`config.mk`:
```
export PLATFORM = sky130hd
export DESIGN_NAME = det_nn_ctrl
export DESIGN_NICKNAME = d
export VERILOG_FILES = /design/src/rtl/det_nn_ctrl.sv
export SDC_FILE = /design/constraint.sdc
export NUM_CORES = 1
export LEC_CHECK = 0
export ABC_AREA = 1
export CORE_ASPECT_RATIO = 1.2
export CORE_UTILIZATION = 25
export DETAILED_ROUTE_END_ITERATION = 10
export PLACE_DENSITY_LB_ADDON = 0.08
export SETUP_SLACK_MARGIN = 0.5
export SYNTH_ARGS = -nofsm -noshare
export SYNTH_HDL_FRONTEND = slang
export SYNTH_SLANG_ARGS = --single-unit
```
`constraint.sdc`:
```
create_clock -name clk -period 5.25 [get_ports clk]
set_clock_uncertainty 0.05 [all_clocks]
set_input_delay 1.05 -clock clk [delete_from_list [all_inputs] [get_ports clk]]
set_output_delay 1.05 -clock clk [all_outputs]
set_load 0.005 [all_outputs]
```
`src/rtl/det_nn_ctrl.sv`:
```
// det_nn_ctrl: streams the 1257-word detector weight image into det_nn and
// arbitrates classify requests once the weights are resident.
// Optional build macro DET_NN_CTRL_CSUM_EN adds the wt_csum checksum port.
module det_nn_ctrl #(
  parameter int unsigned WORD_W      = 64,
  parameter int unsigned NUM_LAYERS  = 7,
  parameter int unsigned TOTAL_WORDS = 1257
) (
  input  logic              clk,
  input  logic              rst,
  input  logic              load_req,
  input  logic              wt_valid,
  input  logic [WORD_W-1:0] wt_data,
  output logic              wt_ready,
  output logic              loaded,
  input  logic              cls_req,
  output logic              cls_busy,
  output logic              res_valid,
  output logic              res,
  output logic              cls_err,
  output logic              nn_write_weight,
  output logic [2:0]        nn_layer_sel,
  output logic [3:0]        nn_neuron_sel,
  output logic [6:0]        nn_weight_sel,
  output logic [WORD_W-1:0] nn_weight_bus,
  output logic              nn_start,
  input  logic              nn_done,
  input  logic              nn_result
`ifdef DET_NN_CTRL_CSUM_EN
  ,
  output logic [WORD_W-1:0] wt_csum
`endif
);

  localparam int unsigned      CNT_W      = $clog2(TOTAL_WORDS + 1);
  localparam logic [CNT_W-1:0] LAST_WORD  = CNT_W'(TOTAL_WORDS - 1);
  localparam logic [2:0]       LAST_LAYER = 3'(NUM_LAYERS - 1);

  // Highest weight_sel of a layer (equals its input count, bias is 0).
  function automatic logic [6:0] layer_inputs(input logic [2:0] l);
    case (l)
      3'd0:    layer_inputs = 7'd100;
      3'd1:    layer_inputs = 7'd25;
      3'd2:    layer_inputs = 7'd80;
      3'd3:    layer_inputs = 7'd4;
      3'd4:    layer_inputs = 7'd16;
      3'd5:    layer_inputs = 7'd5;
      default: layer_inputs = 7'd3;
    endcase
  endfunction

  // Index of the last neuron in a layer.
  function automatic logic [3:0] layer_last_neuron(input logic [2:0] l);
    case (l)
      3'd0:    layer_last_neuron = 4'd3;
      3'd1:    layer_last_neuron = 4'd15;
      3'd2:    layer_last_neuron = 4'd4;
      default: layer_last_neuron = 4'd0;
    endcase
  endfunction

  typedef enum logic [2:0] {ST_IDLE, ST_LOAD, ST_READY, ST_START, ST_WAIT} state_t;

  state_t           state;
  logic [2:0]       layer_q;
  logic [3:0]       neuron_q;
  logic [6:0]       wsel_q;
  logic [CNT_W-1:0] cnt_q;
  logic             loaded_pend;
  logic             load_pend;
  logic             done_low;

  logic             restart_c;
  logic             accept_c;
  logic             start_load_c;
  logic             last_word_c;
  logic [2:0]       idx_l, nxt_l;
  logic [3:0]       idx_n, nxt_n;
  logic [6:0]       idx_w, nxt_w;
  logic [CNT_W-1:0] idx_cnt;

  assign wt_ready = (state == ST_LOAD);

  // Current write index (a restart in LOAD rewinds it) and its successor.
  always_comb begin
    restart_c    = (state == ST_LOAD) && load_req;
    accept_c     = (state == ST_LOAD) && wt_valid;
    start_load_c = ((state == ST_IDLE) && load_req) ||
                   ((state == ST_READY) && (load_req || load_pend));
    idx_l   = restart_c ? 3'd0 : layer_q;
    idx_n   = restart_c ? 4'd0 : neuron_q;
    idx_w   = restart_c ? 7'd0 : wsel_q;
    idx_cnt = restart_c ? '0 : cnt_q;
    nxt_l   = idx_l;
    nxt_n   = idx_n;
    nxt_w   = idx_w + 7'd1;
    if (idx_w == layer_inputs(idx_l)) begin
      nxt_w = 7'd0;
      if (idx_n == layer_last_neuron(idx_l)) begin
        nxt_n = 4'd0;
        nxt_l = (idx_l == LAST_LAYER) ? 3'd0 : idx_l + 3'd1;
      end else begin
        nxt_n = idx_n + 4'd1;
      end
    end
    last_word_c = (idx_cnt == LAST_WORD);
  end

  // Sequencer FSM with registered det_nn and host outputs.
  always_ff @(posedge clk) begin
    if (rst) begin
      state           <= ST_IDLE;
      layer_q         <= 3'd0;
      neuron_q        <= 4'd0;
      wsel_q          <= 7'd0;
      cnt_q           <= '0;
      loaded_pend     <= 1'b0;
      load_pend       <= 1'b0;
      done_low        <= 1'b0;
      loaded          <= 1'b0;
      cls_busy        <= 1'b0;
      res_valid       <= 1'b0;
      res             <= 1'b0;
      cls_err         <= 1'b0;
      nn_write_weight <= 1'b0;
      nn_layer_sel    <= 3'd0;
      nn_neuron_sel   <= 4'd0;
      nn_weight_sel   <= 7'd0;
      nn_weight_bus   <= '0;
      nn_start        <= 1'b0;
    end else begin
      nn_write_weight <= 1'b0;
      nn_start        <= 1'b0;
      res_valid       <= 1'b0;
      cls_err         <= 1'b0;
      // loaded rises one cycle after the final weight write
      if (loaded_pend) begin
        loaded      <= 1'b1;
        loaded_pend <= 1'b0;
      end
      case (state)
        ST_IDLE: begin
          if (cls_req) cls_err <= 1'b1;
        end
        ST_LOAD: begin
          if (cls_req) cls_err <= 1'b1;
          if (accept_c) begin
            nn_write_weight <= 1'b1;
            nn_weight_bus   <= wt_data;
            nn_layer_sel    <= idx_l;
            nn_neuron_sel   <= idx_n;
            nn_weight_sel   <= idx_w;
            layer_q         <= nxt_l;
            neuron_q        <= nxt_n;
            wsel_q          <= nxt_w;
            cnt_q           <= idx_cnt + CNT_W'(1);
            if (last_word_c) begin
              state       <= ST_READY;
              loaded_pend <= 1'b1;
            end
          end else if (restart_c) begin
            layer_q  <= 3'd0;
            neuron_q <= 4'd0;
            wsel_q   <= 7'd0;
            cnt_q    <= '0;
          end
        end
        ST_READY: begin
          if (cls_req) begin
            if (load_req || load_pend) begin
              cls_err <= 1'b1;
            end else begin
              state    <= ST_START;
              nn_start <= 1'b1;
              cls_busy <= 1'b1;
            end
          end
        end
        ST_START: begin
          if (cls_req)  cls_err   <= 1'b1;
          if (load_req) load_pend <= 1'b1;
          done_low <= 1'b0;
          state    <= ST_WAIT;
        end
        ST_WAIT: begin
          if (cls_req)  cls_err   <= 1'b1;
          if (load_req) load_pend <= 1'b1;
          // only a done that follows a low sample completes the request
          if (nn_done && done_low) begin
            res       <= nn_result;
            res_valid <= 1'b1;
            cls_busy  <= 1'b0;
            state     <= ST_READY;
          end else if (!nn_done) begin
            done_low <= 1'b1;
          end
        end
        default: state <= ST_IDLE;
      endcase
      if (start_load_c) begin
        state       <= ST_LOAD;
        layer_q     <= 3'd0;
        neuron_q    <= 4'd0;
        wsel_q      <= 7'd0;
        cnt_q       <= '0;
        loaded      <= 1'b0;
        loaded_pend <= 1'b0;
        load_pend   <= 1'b0;
      end
    end
  end

`ifdef DET_NN_CTRL_CSUM_EN
  // Running sum of words accepted in the current load; static outside LOAD.
  always_ff @(posedge clk) begin
    if (rst || start_load_c) begin
      wt_csum <= '0;
    end else if (accept_c) begin
      wt_csum <= (restart_c ? '0 : wt_csum) + wt_data;
    end else if (restart_c) begin
      wt_csum <= '0;
    end
  end
`endif

endmodule

```
==> out/qor.txt <==
#FFs+latches synth -> 116
Hold-fix buffers, CTS -> 0
WL final -> 15120 um
Worst Setup End Kind -> flop
GR Util All Layers -> 15.37%
Cells after Synth -> 690
CTS max path bufs -> 2
Share of the synthesized area in the top cell type -> 46.72%
Synth-to-Final Area Change -> 46.89%
Internal power -> 1.774 mW
Crit Path Max Fanout -> 29
Clock root buffer -> clkbuf_16
ANT nets after route -> 0
DIE WIDTH -> 130.7 um
Core box area -> 0.01955 sq mm
Comb power frac -> 12.4%
VDD IR max -> 217.8 uV
Inserted Diodes -> 0
Hpwl dp -> 10420 um
Cell Pwr Density -> 323.7 mW/mm^2
Leakage -> 2.985 nW
Routability congestion estimate -> 0.8518
CP Data Required Time -> 5510 ps
Final Non-Filler Cells -> 1107
Io pins -> 157
Cell row count -> 56
DRC Markers -> 0
Post-synth top area cell -> dfxtp_1
Syn Nets -> 766
P_sw -> 0.5892 mW
Initial core utilization -> 25.43%
Antenna violations before repair -> 0
Dominant cells by area after synthesis -> dfxtp_1 (47%), nor2_1 (12%), o21ai_0 (8.4%)
Worst setup path class -> input port to flop
Max-capacitance violation count -> 0
Nets@finish -> 910
Fin crit period -> 3349 ps
Min-Delay Path Class -> flop to flop
Clock Sink Count -> 116
Slowest stage cell on the critical path -> clkdlybuf4s50_1
Setup repair bufs after CTS -> 0
Mapped Avg Cell Area -> 7.204 sq um
Full die area -> 0.02045 sq mm
Relative slew margins -> 46.32%
Wirelength per Cell -> 13.65 um
Total grt overflow -> 0
TritonCTS clock tree -> done
Mapped Area -> 0.004971 sq mm
Setup crit start kind -> input port
Power Total -> 2.364 mW
DR vias -> 4888
Die Height -> 156.5 um
Post-CTS sizing -> 0
Setup TNS -> 0 ps
Drt pass-1 iters -> 4
Critical path arrival -> 3610 ps
Most used cell, CP -> nand2_1
Vias in the first global route -> 4893
Register area share after synthesis -> 46.72%
Worst-Margin Slew -> 800.2 ps
Worst skew pair latency -> 410 ps
Vias per Instance -> 4.416
Final Core Density -> 37.35%
Tcrit/Tclk final -> 63.79%
# setup viols final -> 0
Largest net degree at the start of global routing -> 65
Total CTS buffers -> 17
Fmax -> 298.6 MHz
Fin. Hold Viols -> 0
Clock network power share -> 47.2%
Unique masters post-synth -> 37
Pins Over Slew Limit -> 0
Sequential share of power -> 40.4%
H-tree depth reported by CTS -> 4
DR iter-0 viols -> 201
Register clock-pin slew on the reported worst setup and hold paths -> 60 ps
YS warnings -> 0
RSZ-0062 raised after global routing -> false
I/O Buffers -> 156
Global-route wire length before repair -> 24090 um
Share of cells above drive strength 1 -> 8.156%
Outcome -> completed
Critical path cell sequence -> clkdlybuf4s50_1 > nand4_2 > buf_4 > nand2_2 > ha_1 > inv_1 > o2111ai_1 > nand2_1 > nand2_1 > nor2_1 > nand2_2 > nor2_4 > nand2_4 > nand2_1 > o21ai_1 > and2_1
Switching Fraction -> 24.93%
Cells after DPL -> 1076
Crit path largest cell delay -> 490 ps
-- cells in the final DEF, fill, tap and decap left out, types with 2 or more instances in the layout --
master	count
nor2_1	164
clkdlybuf4s50_1	156
dfxtp_1	116
nand2_1	97
o21ai_0	83
inv_1	44
a21oi_1	43
nand3_1	25
clkbuf_16	17
nand4_1	12
inv_2	10
nor3_1	10
nand2_2	7
xor2_1	5
or2_2	5
ha_1	5
clkinvlp_4	5
buf_4	5
nor2_2	3
o211ai_1	3
clkbuf_8	3
nand4_2	2
nor2_4	2
clkinv_1	2
o21ai_1	2
o31ai_1	2
clkinv_2	2
clkinv_4	2
-- power groups by stage --
| stage | sequential [mW] | clock (mW) | combinational (mW) |
|---|---|---|---|
| after floorplan | 0.976 | 0 | 0.109 |
| after global placement | 0.972 | 0 | 0.297 |
| after detailed placement | 0.973 | 0 | 0.295 |
| after CTS | 0.956 | 1.15 | 0.296 |
| after global routing | 0.962 | 1.19 | 0.324 |
| final | 0.955 | 1.12 | 0.292 |
-- cell families after synthesis --
| family | synth area share, % |
|---|---|
| AND/OR/NAND/NOR | 28.22 |
| AO/OA/AOI/OAI | 14.88 |
| flip-flops | 46.72 |
| buffers and inverters | 7.551 |
| XOR/XNOR | 1.384 |
| adder cells (fa/ha/maj) | 1.258 |
-- per-stage QoR --
| stage | setup slack, ps | hold slack, ps | area [sq um] |
|---|---|---|---|
| floorplan | 2280 | 375.4 | 4971 |
| global placement | 1561 | 396.3 | 6731 |
| detailed placement | 1483 | 401.1 | 6731 |
| CTS | 1914 | 413.9 | 7302 |
| global route | 1622 | 434.0 | 7302 |
| finish | 1901 | 410.3 | 7302 |
-- routing by layer --
| metal | vias up | global-route usage, % | wire (um) |
|---|---|---|---|
| li1 | 2521 | - | - |
| met1 | 2188 | 16.96 | 6449 |
| met3 | 30 | 6.940 | 1392 |
| met5 | - | 0 | 0 |
| met4 | 0 | 8.320 | 388 |
| met2 | 149 | 24.44 | 6884 |
-- path summary, 6_finish.rpt --
| path | slack (ps) | cells after the start | from | endpoint |
|---|---|---|---|---|
| worst max-delay path | 1900 | 16 | load_req | neuron_q[2] |
| worst min-delay path | 410 | 2 | loaded_pend | loaded |
| worst max register to register | 2620 | 16 | state[2] | neuron_q[2] |
| worst min register to register | 410 | 2 | loaded_pend | loaded |
-- cell type report --
| class | count | area [sq um] |
|---|---|---|
| clock buffers | 20 | 466.7 |
| clock inverters | 11 | 103.9 |
| fillers | 1986 | 12250 |
| inverters | 56 | 210.2 |
| multi-input cells | 482 | 2273 |
| flip-flops and latches | 116 | 2322 |
| well taps | 261 | 326.6 |
| repair buffers | 161 | 1599 |
-- state kept, by name (all words and copies together) (netlist names), 3 cells and up --
signal and cells:
nn_weight_sel 7, layer_q 3, nn_layer_sel 3, wsel_q 7, neuron_q 4, nn_weight_bus 64
cnt_q 11, state 3, nn_neuron_sel 4
-- synth_stat cells --
| master | number |
|---|---|
| o211ai_1 | 3 |
| o21ai_0 | 83 |
| a21oi_1 | 43 |
| or3_1 | 1 |
| o31ai_4 | 1 |
| nor2_1 | 164 |
| buf_6 | 3 |
| o21bai_1 | 1 |
| xnor2_1 | 1 |
| ha_1 | 5 |
| nand2_4 | 1 |
| o2111ai_1 | 1 |
| nand3_1 | 25 |
| or2_2 | 5 |
| inv_2 | 9 |
| nor2_2 | 3 |
| xor2_2 | 1 |
| nor3_1 | 10 |
| nand4_1 | 12 |
| inv_1 | 45 |
| a221oi_1 | 1 |
| clkinv_1 | 2 |
| a31oi_1 | 1 |
| buf_2 | 6 |
| o21ai_2 | 1 |
| nand2_2 | 7 |
| clkbuf_1 | 24 |
| nand2_1 | 97 |
| o31ai_1 | 2 |
| buf_1 | 3 |
| dfxtp_1 | 116 |
| and2_1 | 1 |
| nand3b_1 | 1 |
| nor2_4 | 2 |
| nand4_2 | 2 |
| o21ai_1 | 2 |
| xor2_1 | 5 |
-- worst max-delay path: cells and delay by family --
family	cells	cell delay, ps
AND/OR/NAND/NOR	10	1190
buffers and inverters	3	920
adder cells (fa/ha/maj)	1	240
AO/OA/AOI/OAI	2	200
(Power assumes the default switching activity.)
